## src/rtl/trumpet_voice_scheduler.sv

```systemverilog
// Time-multiplexes one Trumpet front/back table pair across NUM_VOICES voices and mixes the returned samples.
// Optional: define TRUMPET_SCHED_SATURATE_EN to saturate the voice sum instead of dividing by NUM_VOICES.
module trumpet_voice_scheduler #(
    parameter int NUM_VOICES  = 8,
    parameter int ACC_WIDTH   = 24,
    parameter int PHASE_WIDTH = 12,
    parameter int AUDIO_WIDTH = 16
) (
    input  logic                          clock,
    input  logic                          reset_l,
    input  logic                          sample_tick,
    input  logic                          note_on,
    input  logic                          note_off,
    input  logic [$clog2(NUM_VOICES)-1:0] voice_id,
    input  logic [ACC_WIDTH-1:0]          increment,
    output logic                          table_state,
    output logic [PHASE_WIDTH-1:0]        table_phase,
    input  logic signed [AUDIO_WIDTH-1:0] table_sample,
    output logic signed [AUDIO_WIDTH-1:0] mix,
    output logic                          mix_valid,
    output logic                          busy,
    output logic                          overrun
);
    localparam int IDX_W = $clog2(NUM_VOICES);
    localparam int SUM_W = AUDIO_WIDTH + IDX_W;
    localparam logic [IDX_W-1:0] LAST_IDX = IDX_W'(NUM_VOICES - 1);
    localparam logic TS_FRONT = 1'b0;
    localparam logic TS_BACK  = 1'b1;

    typedef enum logic [1:0] {V_IDLE, V_FRONT, V_BACK} voice_state_t;
    typedef enum logic [1:0] {S_WAIT, S_ISSUE, S_DRAIN} sched_state_t;

    voice_state_t           vstate_q [NUM_VOICES];
    voice_state_t           vstate_d [NUM_VOICES];
    logic [ACC_WIDTH-1:0]   acc_q    [NUM_VOICES];
    logic [ACC_WIDTH-1:0]   acc_d    [NUM_VOICES];
    logic [ACC_WIDTH-1:0]   inc_q    [NUM_VOICES];
    logic [ACC_WIDTH-1:0]   inc_d    [NUM_VOICES];

    sched_state_t                  fsm_q;
    logic [IDX_W-1:0]              idx_q;
    logic signed [SUM_W-1:0]       sum_q;
    logic                          cap_vld_q;
    logic                          busy_q;
    logic                          overrun_q;
    logic                          mix_valid_q;
    logic signed [AUDIO_WIDTH-1:0] mix_q;
    logic                          table_state_q;
    logic [PHASE_WIDTH-1:0]        table_phase_q;

    logic                          pre_en;
    logic [IDX_W-1:0]              pre_idx;
    logic signed [SUM_W-1:0]       cap_val;
    logic signed [SUM_W-1:0]       sum_next;

    function automatic logic acc_wraps(input logic [ACC_WIDTH-1:0] a, input logic [ACC_WIDTH-1:0] b);
        logic [ACC_WIDTH:0] s;
        s = {1'b0, a} + {1'b0, b};
        return s[ACC_WIDTH];
    endfunction

    function automatic logic signed [AUDIO_WIDTH-1:0] mix_scale(input logic signed [SUM_W-1:0] s);
`ifdef TRUMPET_SCHED_SATURATE_EN
        logic [IDX_W:0] top;
        top = s[SUM_W-1:AUDIO_WIDTH-1];
        if (top == '0 || top == '1)
            return s[AUDIO_WIDTH-1:0];
        else if (s[SUM_W-1])
            return {1'b1, {(AUDIO_WIDTH-1){1'b0}}};
        else
            return {1'b0, {(AUDIO_WIDTH-1){1'b1}}};
`else
        logic signed [SUM_W-1:0] sh;
        sh = s >>> IDX_W;
        return sh[AUDIO_WIDTH-1:0];
`endif
    endfunction

    // Note events are applied after the issue advance so they override it.
    always_comb begin
        for (int v = 0; v < NUM_VOICES; v++) begin
            vstate_d[v] = vstate_q[v];
            acc_d[v]    = acc_q[v];
            inc_d[v]    = inc_q[v];
            if (fsm_q == S_ISSUE && idx_q == IDX_W'(v) && vstate_q[v] != V_IDLE) begin
                acc_d[v] = acc_q[v] + inc_q[v];
                if (vstate_q[v] == V_FRONT && acc_wraps(acc_q[v], inc_q[v]))
                    vstate_d[v] = V_BACK;
            end
            if (note_off && voice_id == IDX_W'(v)) begin
                vstate_d[v] = V_IDLE;
            end else if (note_on && voice_id == IDX_W'(v)) begin
                vstate_d[v] = V_FRONT;
                acc_d[v]    = '0;
                inc_d[v]    = increment;
            end
        end
    end

    // The table address is loaded one cycle early so it is valid during the ISSUE cycle itself.
    always_comb begin
        pre_en  = 1'b0;
        pre_idx = '0;
        if (fsm_q == S_WAIT && sample_tick) begin
            pre_en  = 1'b1;
            pre_idx = '0;
        end else if (fsm_q == S_ISSUE && idx_q != LAST_IDX) begin
            pre_en  = 1'b1;
            pre_idx = idx_q + IDX_W'(1);
        end
    end

    always_comb begin
        cap_val = '0;
        if (cap_vld_q)
            cap_val = {{IDX_W{table_sample[AUDIO_WIDTH-1]}}, table_sample};
        sum_next = sum_q + cap_val;
    end

    always_ff @(posedge clock or negedge reset_l) begin
        if (!reset_l) begin
            for (int v = 0; v < NUM_VOICES; v++) begin
                vstate_q[v] <= V_IDLE;
                acc_q[v]    <= '0;
                inc_q[v]    <= '0;
            end
        end else begin
            for (int v = 0; v < NUM_VOICES; v++) begin
                vstate_q[v] <= vstate_d[v];
                acc_q[v]    <= acc_d[v];
                inc_q[v]    <= inc_d[v];
            end
        end
    end

    always_ff @(posedge clock or negedge reset_l) begin
        if (!reset_l) begin
            fsm_q         <= S_WAIT;
            idx_q         <= '0;
            sum_q         <= '0;
            cap_vld_q     <= 1'b0;
            busy_q        <= 1'b0;
            overrun_q     <= 1'b0;
            mix_valid_q   <= 1'b0;
            mix_q         <= '0;
            table_state_q <= TS_FRONT;
            table_phase_q <= '0;
        end else begin
            mix_valid_q <= 1'b0;
            if (sample_tick && busy_q)
                overrun_q <= 1'b1;
            if (pre_en) begin
                table_state_q <= (vstate_d[pre_idx] == V_BACK) ? TS_BACK : TS_FRONT;
                table_phase_q <= acc_d[pre_idx][ACC_WIDTH-1 -: PHASE_WIDTH];
            end
            case (fsm_q)
                S_WAIT: begin
                    cap_vld_q <= 1'b0;
                    if (sample_tick) begin
                        fsm_q  <= S_ISSUE;
                        idx_q  <= '0;
                        sum_q  <= '0;
                        busy_q <= 1'b1;
                    end
                end
                S_ISSUE: begin
                    sum_q     <= sum_next;
                    cap_vld_q <= (vstate_q[idx_q] != V_IDLE);
                    if (idx_q == LAST_IDX)
                        fsm_q <= S_DRAIN;
                    else
                        idx_q <= idx_q + IDX_W'(1);
                end
                S_DRAIN: begin
                    mix_q       <= mix_scale(sum_next);
                    mix_valid_q <= 1'b1;
                    busy_q      <= 1'b0;
                    cap_vld_q   <= 1'b0;
                    fsm_q       <= S_WAIT;
                end
                default: fsm_q <= S_WAIT;
            endcase
        end
    end

    assign table_state = table_state_q;
    assign table_phase = table_phase_q;
    assign mix         = mix_q;
    assign mix_valid   = mix_valid_q;
    assign busy        = busy_q;
    assign overrun     = overrun_q;

endmodule

```

## config.mk

```make
export PLATFORM = sky130hd
export DESIGN_NAME = trumpet_voice_scheduler
export DESIGN_NICKNAME = d
export VERILOG_FILES = /design/src/rtl/trumpet_voice_scheduler.sv
export SDC_FILE = /design/constraint.sdc
export NUM_CORES = 1
export LEC_CHECK = 0
export ABC_AREA = 1
export CAP_MARGIN = 25
export CORE_MARGIN = 2
export CORE_UTILIZATION = 47
export CTS_CLUSTER_SIZE = 20
export DETAILED_ROUTE_END_ITERATION = 12
export HOLD_SLACK_MARGIN = 0.03
export PLACE_DENSITY = 0.72
export SKIP_CTS_REPAIR_TIMING = 1
export SLEW_MARGIN = 10
export SYNTH_ARGS = -nofsm -noshare
export SYNTH_HDL_FRONTEND = slang
export SYNTH_SLANG_ARGS = --single-unit
```

## constraint.sdc

```tcl
create_clock -name clock -period 2.52 [get_ports clock]
set_input_delay 0.504 -clock clock [delete_from_list [all_inputs] [get_ports clock]]
set_output_delay 0.504 -clock clock [all_outputs]
set_load 0.005 [all_outputs]
```

# == Word-level counts from Yosys, hierarchy flattened ==
# Cells that the tools add are included.
# word_totals
register_bits,457
# classes
add_sub_neg,18
n_lt_le_gt_ge,2
n_eq_ne,29
n_mux,83
bitwise_logic,10
n_reduce_logical,71
# ops
op,count
two-way mux 24 bit,26
adder 24 x 24 -> 25 bit,8
adder 24 bit,8
two-way mux 2 bit,38
binary-select mux 24 bit (select 3 bit),1
logical AND 1 bit,43
two-way mux 19 bit,2
one-hot mux 19 bit (2 select lines),1
== test 3 bit (second input constant),8
nonzero test 2 bit,12
AND reduction 2 bit,11
adder 19 bit,1
== test 2 x 1 -> 1 bit (second input constant),9
binary-select mux 2 bit (select 3 bit),2
== test 3 x 2 -> 1 bit (second input constant),4
two-way mux 3 bit,4
greater-or-equal comparator 4 bit (second input constant),2
NOT 1 bit,8
NOT 3 -> 4 bit,2
== test 3 x 1 -> 1 bit (second input constant),2
zero test 3 bit,2
one-hot mux 3 bit (2 select lines),1
two-way mux 1 bit,5
== test 2 bit (second input constant),2
other kinds (9),11

# == Longest topological paths before layout ==
# Gate-level depths: netlist of the first run.
# depth
word_depth,11
mapped_depth,20

# == Least setup slack after synthesis of the first run ==
# OpenSTA, ideal clock, no wires.
# synth_timing
path_type,reg-to-reg
start,register cap_vld_q
end,register mix_q[14] (netlist: mix[14])
setup_time_ps,118
t_arrival_ps,2236
required_ps,2402
setup_slack_ps,166
stages_incl_launch_ff,13
cell_sequence,dfrtp_1 -> clkbuf_1 -> clkbuf_1 -> nand2_1 -> inv_1 -> ha_1 -> a21oi_1 -> o21a_1 -> nor2_1 -> a2111oi_0 -> nand4_1 -> nand3_1 -> nand2_1
# synth_via
elab_chain_len,2
# synth_rtl
element,line,rtl
start: declaration,43,logic cap_vld_q;
start signal: assignment,168,cap_vld_q <= (vstate_q[idx_q] != V_IDLE);
two-way mux 19 bit,115,if (cap_vld_q)
adder 19 bit,117,sum_next = sum_q + cap_val;
end signal: assignment,175,mix_q <= mix_scale(sum_next);
end: declaration,47,logic signed [AUDIO_WIDTH-1:0] mix_q;
# No other way between the ends.
# A chain may end at the register's enable or synchronous reset.

# == Worst setup path in the final report of the first run ==
# layout_timing
start,register inc_q[120] (netlist name)
end,register table_phase_q[2] (netlist: table_phase[2])
# layout_via
elab_chain_len,7
# layout_rtl
element,line,rtl
start: declaration,37,logic [ACC_WIDTH-1:0] inc_q [NUM_VOICES];
start signal: indexed assignment,131,inc_q[v] <= inc_d[v];
adder 24 bit (*),86,acc_d[v] = acc_q[v] + inc_q[v];
two-way mux 24 bit (*),85,if (fsm_q == S_ISSUE && idx_q == IDX_W'(v) && vstate_q[v] != V_IDLE) begin
two-way mux 24 bit,92,end else if (note_on && voice_id == IDX_W'(v)) begin
two-way mux 24 bit (*),90,if (note_off && voice_id == IDX_W'(v)) begin
binary-select mux 24 bit (select 3 bit) (*),154,table_phase_q <= acc_d[pre_idx][ACC_WIDTH-1 -: PHASE_WIDTH];
two-way mux 24 bit (not written as such) (*) (2 in series),154,
end signal: assignment,154,
end: declaration,49,logic [PHASE_WIDTH-1:0] table_phase_q;
# Mark *: on every way between the ends. The rest lies on a longest branch, timed or not. The select of a mux whose other input is x is not followed.

==> metrics.md, run 1 <==
| Metric | Value |
|---|---|
| Switching Fraction | `46.8%` |
| Slack of the critical path | `0.0598 ns` |
| RSZ-0062 raised after global routing | `yes` |
| Final WL | `around 110,000 um` |
| Critical Path RT | `3.05 ns` |
| Worst Skew | `0.0164 ns` |
| Max Fclk | `406 MHz` |
| CTS buffer count | `53` |
| Clock share of power | `between 10% and 20%` |
| Clock buffer depth | `3` |
| WHS | `about 0.44 ns` |
| Most frequent cells in the layout | `nand2_1, inv_1, dfrtp_1` |
| Cell count after placement | `6,067` |
| Pwr dens | `1210 nW/um^2` |
| Tot Pwr | `47.9 mW` |
| Root buffer cell | `clkbuf_16` |
| Syn. warnings | `0` |
| Worst-Margin Slew | `0.629 ns` |
| Grt ovf | `0` |
| Via-to-Cell Ratio | `5.26` |
| Max stage delay on crit path | `0.38 ns` |
| Combinational fraction of design power | `58.1%` |
| Global-route usage over all layers | `29.2%` |
| CP top delay family | `simple AND/OR/NAND/NOR gates` |
| DRC | `0` |
| Yosys top cell by area | `dfrtp_1` |
| Max_slew headroom | `about three fifths` |
| Worst-Skew Late Latency | `between 0.6 and 0.7 ns` |
| Max Cap Viol | `0` |
| Largest net degree at the start of global routing | `64` |
| Clk slew on worst S/H paths | `around 0.06 ns` |
| First-pass GRT wire length | `about 170,000 um` |
| Number of synthesized register bits | `between 400 and 500` |
| Crit-path slowest cell | `dfrtp_1` |
| Leakage | `21.1 nW` |
| Largest cells by area after synthesis | `dfrtp_1, nand2_1, inv_1, ha_1, nand3_1` |
| Switching component of the power | `22.4 mW` |
| Syn Inst Count | `4,918` |
| Post-route cell area | `39,700 sq um` |
| Distinct cells, synth | `42` |
| Initial antenna violation count | `10` |
| Worst Path Class, Setup | `register to register` |
| Net count reported at finish | `5,490` |
| Die Wd | `269 um` |
| Final setup violation count | `0` |
| GP Congestion | `0.979` |
| CTS tree | `done` |
| Max VDD drop | `0.792 mV` |
| Int Power | `25.5 mW` |
| Sequential area share after synthesis | `34.7%` |
| Non-filler cells, final | `around 6,200` |
| Placement Setup Slack | `-0.258 ns` |
| Core Footprint | `69,700 sq um` |
| Maximum net fanout on the critical path | `3` |
| Dpl cell area | `between 30,000 and 40,000 sq um` |
| Hold Path Class | `input port to asynchronous set/reset pin` |
| Synth top area share | `34.7%` |
| Die span in y | `269 um` |
| Setup_tns | `0 ns` |
| Vias in the first global route | `30,500` |
| Status | `completed` |
| Seq pwr share | `about a quarter` |
| 1st-pass router iterations | `6` |
| Fin crit share | `97.6%` |
| Via count | `between 30,000 and 40,000` |
| Syn nets | `5,191` |
| Die area | `between 70,000 and 80,000 sq um` |
| Initial DRC count | `2,597` |
| Crit path DAT | `between 2 and 3 ns` |
| Site Rows | `97` |
| Post-route ant nets | `0` |
| Layout area overhead | `20.6%` |
| Number of H-tree levels | `2` |
| Initial Utilization | `47.3%` |
| Min Tclk post-route | `between 2 and 2.5 ns` |
| CP Launch Type | `register` |
| IO buf count | `79` |
| Dpl hpwl | `78,600 um` |
| Syn Area/Cell | `6.70 sq um` |
| Layout cells sized above 1 | `between 10 and 15%` |
| Final core utilization | `between 50% and 60%` |
| CP Cell Sequence | `ha_2 > inv_1 > fa_2 > inv_1 > nand2_1 > nand2_2 > nand4_1 > nand2_2 > nand3_2 > nand3_1 > nand3_2 > nand2_1 > nand2_1 > nand2_2 > nand3_2 > nand3_2 > nand2_1` |
| Num Clock Sinks | `approximately 460` |
| Most common library cell in the layout ignoring fill and taps | `nand2_1` |
| Crit path buf inv count | `2` |
| Fin. max-slew vios | `0` |
| Synth Cell Area | `32,900 sq um` |
| Total I/O pin count | `80` |
| WL per Instance | `17.2 um` |
| Crit path capture type | `register` |
| Final Hold Vio Count | `0` |
==> worst register-to-register path, cell delays in order, from the launching register on <==
cell and delay [ns]:
dfrtp_1 0.38, ha_2 0.22, inv_1 0.06, fa_2 0.34, inv_1 0.08, nand2_1 0.08
nand2_2 0.08, nand4_1 0.13, nand2_2 0.16, nand3_2 0.10, nand3_1 0.11, nand3_2 0.10
nand2_1 0.11, nand2_1 0.09, nand2_2 0.10, nand3_2 0.09, nand3_2 0.09, nand2_1 0.05
==> synthesized netlist by cell type, drive strengths merged <==
cell / count
a2111oi: 1
a21boi: 3
a21o: 14
a21oi: 243
a31oi: 8
and2: 17
and3: 2
buf: 84
clkbuf: 41
clkinv: 5
dfrtp: 457
fa: 9
ha: 216
inv: 806
nand2: 1483
nand3: 471
nand3b: 5
nand4: 59
nor2: 362
nor3: 41
nor4: 8
o211ai: 64
o21a: 2
o21ai: 398
o21bai: 30
o221ai: 1
o311ai: 1
o31ai: 4
or2: 41
xnor2: 34
xor2: 8
==> area by class of cell <==
class / count / area (sq um)
antenna: 4 / 10.0
clock buffer: 71 / 1490
clock inverter: 28 / 318
fill: 6700 / 29900
inverter: 811 / 3060
multi-input combinational: 3525 / 19000
sequential: 457 / 11400
tap: 940 / 1180
timing repair buffer: 369 / 3210
==> final timing paths <==
check / startpoint / endpoint / slack [ns] / depth (start not counted)
worst max-delay path: inc_q[120] / table_phase[2] / 0.06 / 17
worst min-delay path: reset_l / acc_q[152] / 0.44 / 2
worst max register to register: inc_q[120] / table_phase[2] / 0.06 / 17
worst min register to register: overrun / overrun / 0.46 / 1
max in group asynchronous: reset_l / sum_q[11] / 1.26 / 3
min in group clock: overrun / overrun / 0.46 / 1
==> per-layer routing <==
| layer | GRT usage, % | wire (um) | vias to the layer above | share of wire [%] |
|---|---|---|---|---|
| met5 | 0 | 0 | - | 0 |
| met4 | 13.2 | 4930 | 0 | 4.6 |
| met3 | 3.88 | 6580 | 227 | 6.2 |
| met2 | 46.8 | 48100 | 937 | 45 |
| met1 | 39.3 | 47000 | 15100 | 44 |
| li1 | - | - | 16400 | - |
==> cell families (layout without fill, tap and decap cells) <==
family,Yosys count,after routing,synth area share (%)
adder cells (fa/ha/maj),225,225,8.75
AO/OA/AOI/OAI,769,769,12.7
other,0,4,0
flip-flops,457,457,34.7
XOR/XNOR,42,42,1.12
buffers and inverters,936,1279,11.2
AND/OR/NAND/NOR,2489,2489,31.6
==> registers in the layout (all words and copies together), names as in the netlist <==
name and cells:
idx_q 3, busy 1, table_state 1, vstate_q 16, overrun 1, cap_vld_q 1
table_phase 12, mix 16, mix_valid 1, acc_q 192, sum_q 19, inc_q 192
fsm_q 2
==> power by group through the flow <==
stage          Clock [mW]  Combinational [mW]  Sequential, mW
2_1_floorplan           0                17.6            11.2
3_3_place_gp            0                24.9            11.9
3_5_place_dp            0                25.3            11.9
4_1_cts              8.22                25.5            11.8
5_1_grt              8.49                31.2            12.2
6_report             8.11                27.9            12.0
Power figures use the tool's default switching activity.
==> run 2: changes to the inputs <==
--- a/config.mk
+++ b/config.mk
@@ -12,7 +12,7 @@
 export CTS_CLUSTER_SIZE = 20
 export DETAILED_ROUTE_END_ITERATION = 12
 export HOLD_SLACK_MARGIN = 0.03
-export PLACE_DENSITY = 0.72
+export PLACE_DENSITY = 0.75
 export SKIP_CTS_REPAIR_TIMING = 1
 export SLEW_MARGIN = 10
 export SYNTH_ARGS = -nofsm -noshare
==> run 2 against run 1 <==
  * Maximum frequency up 0.12%
  * Hold slack better by 0.015 ns
  * Clock-buffer cell count up 2
  * Largest power group unchanged
  * Combinational power about the same
  * Wire length up 1.9%
  * Highest routed layer unchanged
  * Largest cell class unchanged
  * Critical path type unchanged
==> metrics.md, run 2 (synthesized netlist as in run 1, its figures left out) <==
| Metric | Value |
|---|---|
| Area of the multi-input gates | `19,000 sq um (about the same)` |
| Non-filler cells, final | `6,213 (was 6,205)` |
| Max Cap Viol | `0 (unchanged)` |
| Num Clock Sinks | `457 (unchanged)` |
| Die area | `72,200 sq um (unchanged)` |
| Fin. max-slew vios | `0 (unchanged)` |
| Die span in y | `269 um (unchanged)` |
| Pwr dens | `1210 nW/um^2 (about the same)` |
| Status | `completed (unchanged)` |
| Worst-Skew Late Latency | `0.62 ns (was 0.63 ns)` |
| Clock buffer depth | `3 (unchanged)` |
| Final core utilization | `57.1% (was 57.0%)` |
| Number of H-tree levels | `2 (unchanged)` |
| Via count | `33,100 (was 32,600)` |
| Filler cells | `6,828 (was 6,700)` |
| Sequential cell area | `11,400 sq um (about the same)` |
| Min Tclk post-route | `2.46 ns (about the same)` |
| Initial DRC count | `2,625 (was 2,597)` |
| Dpl hpwl | `80,000 um (was 78,600 um)` |
| Leakage | `21.2 nW (was 21.1 nW)` |
| Switching Fraction | `46.8% (about the same)` |
| Initial Utilization | `47.3% (unchanged)` |
| Crit path DAT | `2.97 ns (was 2.99 ns)` |
| Fin crit share | `97.5% (was 97.6%)` |
| Vias in the first global route | `30,900 (was 30,500)` |
| Die Wd | `269 um (unchanged)` |
| Global-route usage over all layers | `29.5% (was 29.2%)` |
| Max VDD drop | `0.731 mV (was 0.792 mV)` |
| CP Launch Type | `register (unchanged)` |
| Net count reported at finish | `5,499 (was 5,490)` |
| Final WL | `109,000 um (was 107,000 um)` |
| Worst Skew | `0.0157 ns (was 0.0164 ns)` |
| Final setup violation count | `0 (unchanged)` |
| Most frequent cells in the layout | `nand2_1, inv_1, dfrtp_1 (unchanged)` |
| Site Rows | `97 (unchanged)` |
| Worst Path Class, Setup | `register to register (unchanged)` |
| Post-route ant nets | `0 (unchanged)` |
| IO buf count | `79 (unchanged)` |
| Int Power | `25.7 mW (was 25.5 mW)` |
| Grt ovf | `0 (unchanged)` |
| Largest net degree at the start of global routing | `59 (was 64)` |
| Combinational fraction of design power | `58.3% (was 58.1%)` |
| Critical Path RT | `3.03 ns (was 3.05 ns)` |
| Cell count after placement | `6,088 (was 6,067)` |
| WL per Instance | `17.5 um (was 17.2 um)` |
| RSZ-0062 raised after global routing | `yes (unchanged)` |
| DRC | `0 (unchanged)` |
| Maximum net fanout on the critical path | `4 (was 3)` |
| Layout area overhead | `20.8% (was 20.6%)` |
| Biggest regs | `acc_q x192, inc_q x192, sum_q x19 (unchanged)` |
| CTS buffer count | `53 (unchanged)` |
| Final Hold Vio Count | `0 (unchanged)` |
| Max_slew headroom | `60.1% (was 58.0%)` |
| Root buffer cell | `clkbuf_16 (unchanged)` |
| Clock share of power | `16.9% (about the same)` |
| Total I/O pin count | `80 (unchanged)` |
| Clk slew on worst S/H paths | `0.06 ns (about the same)` |
| Max Fclk | `407 MHz (was 406 MHz)` |
| GP Congestion | `0.952 (was 0.979)` |
| Hold Path Class | `input port to asynchronous set/reset pin (unchanged)` |
| Layout cells sized above 1 | `14.5% (was 14.7%)` |
| Crit path capture type | `register (unchanged)` |
| Via-to-Cell Ratio | `5.33 (was 5.26)` |
| Slack of the critical path | `0.0626 ns (was 0.0598 ns)` |
| Placement Setup Slack | `-0.283 ns (was -0.258 ns)` |
| Switching component of the power | `22.6 mW (was 22.4 mW)` |
| Worst-Margin Slew | `0.598 ns (was 0.629 ns)` |
| Core Footprint | `69,700 sq um (unchanged)` |
| Seq pwr share | `24.8% (was 25.0%)` |
| First-pass GRT wire length | `167,000 um (was 166,000 um)` |
| CTS tree | `done (unchanged)` |
| Most common library cell in the layout ignoring fill and taps | `nand2_1 (unchanged)` |
| 1st-pass router iterations | `6 (unchanged)` |
| Initial antenna violation count | `10 (unchanged)` |
-- run 2: changes by cell type in the layout (fill, tap and decap cells not counted), sizes merged --
cell and change:
buf +8, bufinv -1, clkbuf +3, clkinv +3, clkinvlp -3, diode -1, inv -1
-- run 2: through the flow --
step / power [mW] / area [sq um] / hold slack [ns] / setup TNS [ns]
3_5_place_dp: 37.6 / 36600 / 0.447 / -9.61
5_1_grt: 52.2 / 39800 / 0.472 / -0.520
3_3_place_gp: 37.2 / 36600 / 0.438 / -4.85
2_1_floorplan: 28.9 / 32900 / 0.208 / 0
6_report: 48.3 / 39800 / 0.451 / 0
4_1_cts: 46.0 / 38400 / -0.170 / -0.803
-- run 2: per-layer routing --
layer / part of all wire, % / routed length, um / GRT usage (%)
met4: 4.1 / 4430 / 11.3
met5: 0 / 0 / 0
met3: 6.2 / 6720 / 3.19
met1: 43 / 46700 / 39.5
met2: 47 / 50700 / 49.3
-- run 2: final cells by class --
| class | count | area share [%] |
|---|---|---|
| antenna | 3 | 0.0189 |
| clock buffer | 73 | 3.93 |
| clock inverter | 26 | 0.651 |
| inverter | 811 | 7.68 |
| multi-input combinational | 3525 | 47.8 |
| sequential | 457 | 28.8 |
| tap | 940 | 2.96 |
| timing repair buffer | 378 | 8.23 |
-- run 2: power groups by stage --
stage          clock [mW]  sequential, mW  combinational (mW)
2_1_floorplan           0            11.2                17.6
3_3_place_gp            0            11.9                25.3
3_5_place_dp            0            11.9                25.7
4_1_cts              8.27            11.8                25.9
5_1_grt              8.56            12.2                31.5
6_report             8.16            12.0                28.1
-- run 2: final timing paths --
kind	start	to	slack, ns	depth (start not counted)
worst max-delay path	inc_q[144]	table_phase[8]	0.06	19
worst min-delay path	reset_l	inc_q[144]	0.45	2
worst max register to register	inc_q[144]	table_phase[8]	0.06	19
worst min register to register	overrun	overrun	0.46	1
max in group asynchronous	reset_l	sum_q[12]	1.26	3
min in group clock	overrun	overrun	0.46	1
-- run 2: critical path: stages, from the launching register on --
cell	delay, ns
dfrtp_1	0.36
ha_2	0.19
inv_2	0.05
fa_2	0.40
inv_2	0.09
nand2_4	0.07
nand2_2	0.06
nand3b_1	0.09
nand2_2	0.15
nand2_2	0.08
nand2_4	0.13
nand2_4	0.06
nand3_2	0.07
nand3_2	0.10
nand2_2	0.12
nand2_2	0.06
nand3_2	0.07
nand3_2	0.07
nand3_2	0.10
nand2_1	0.05
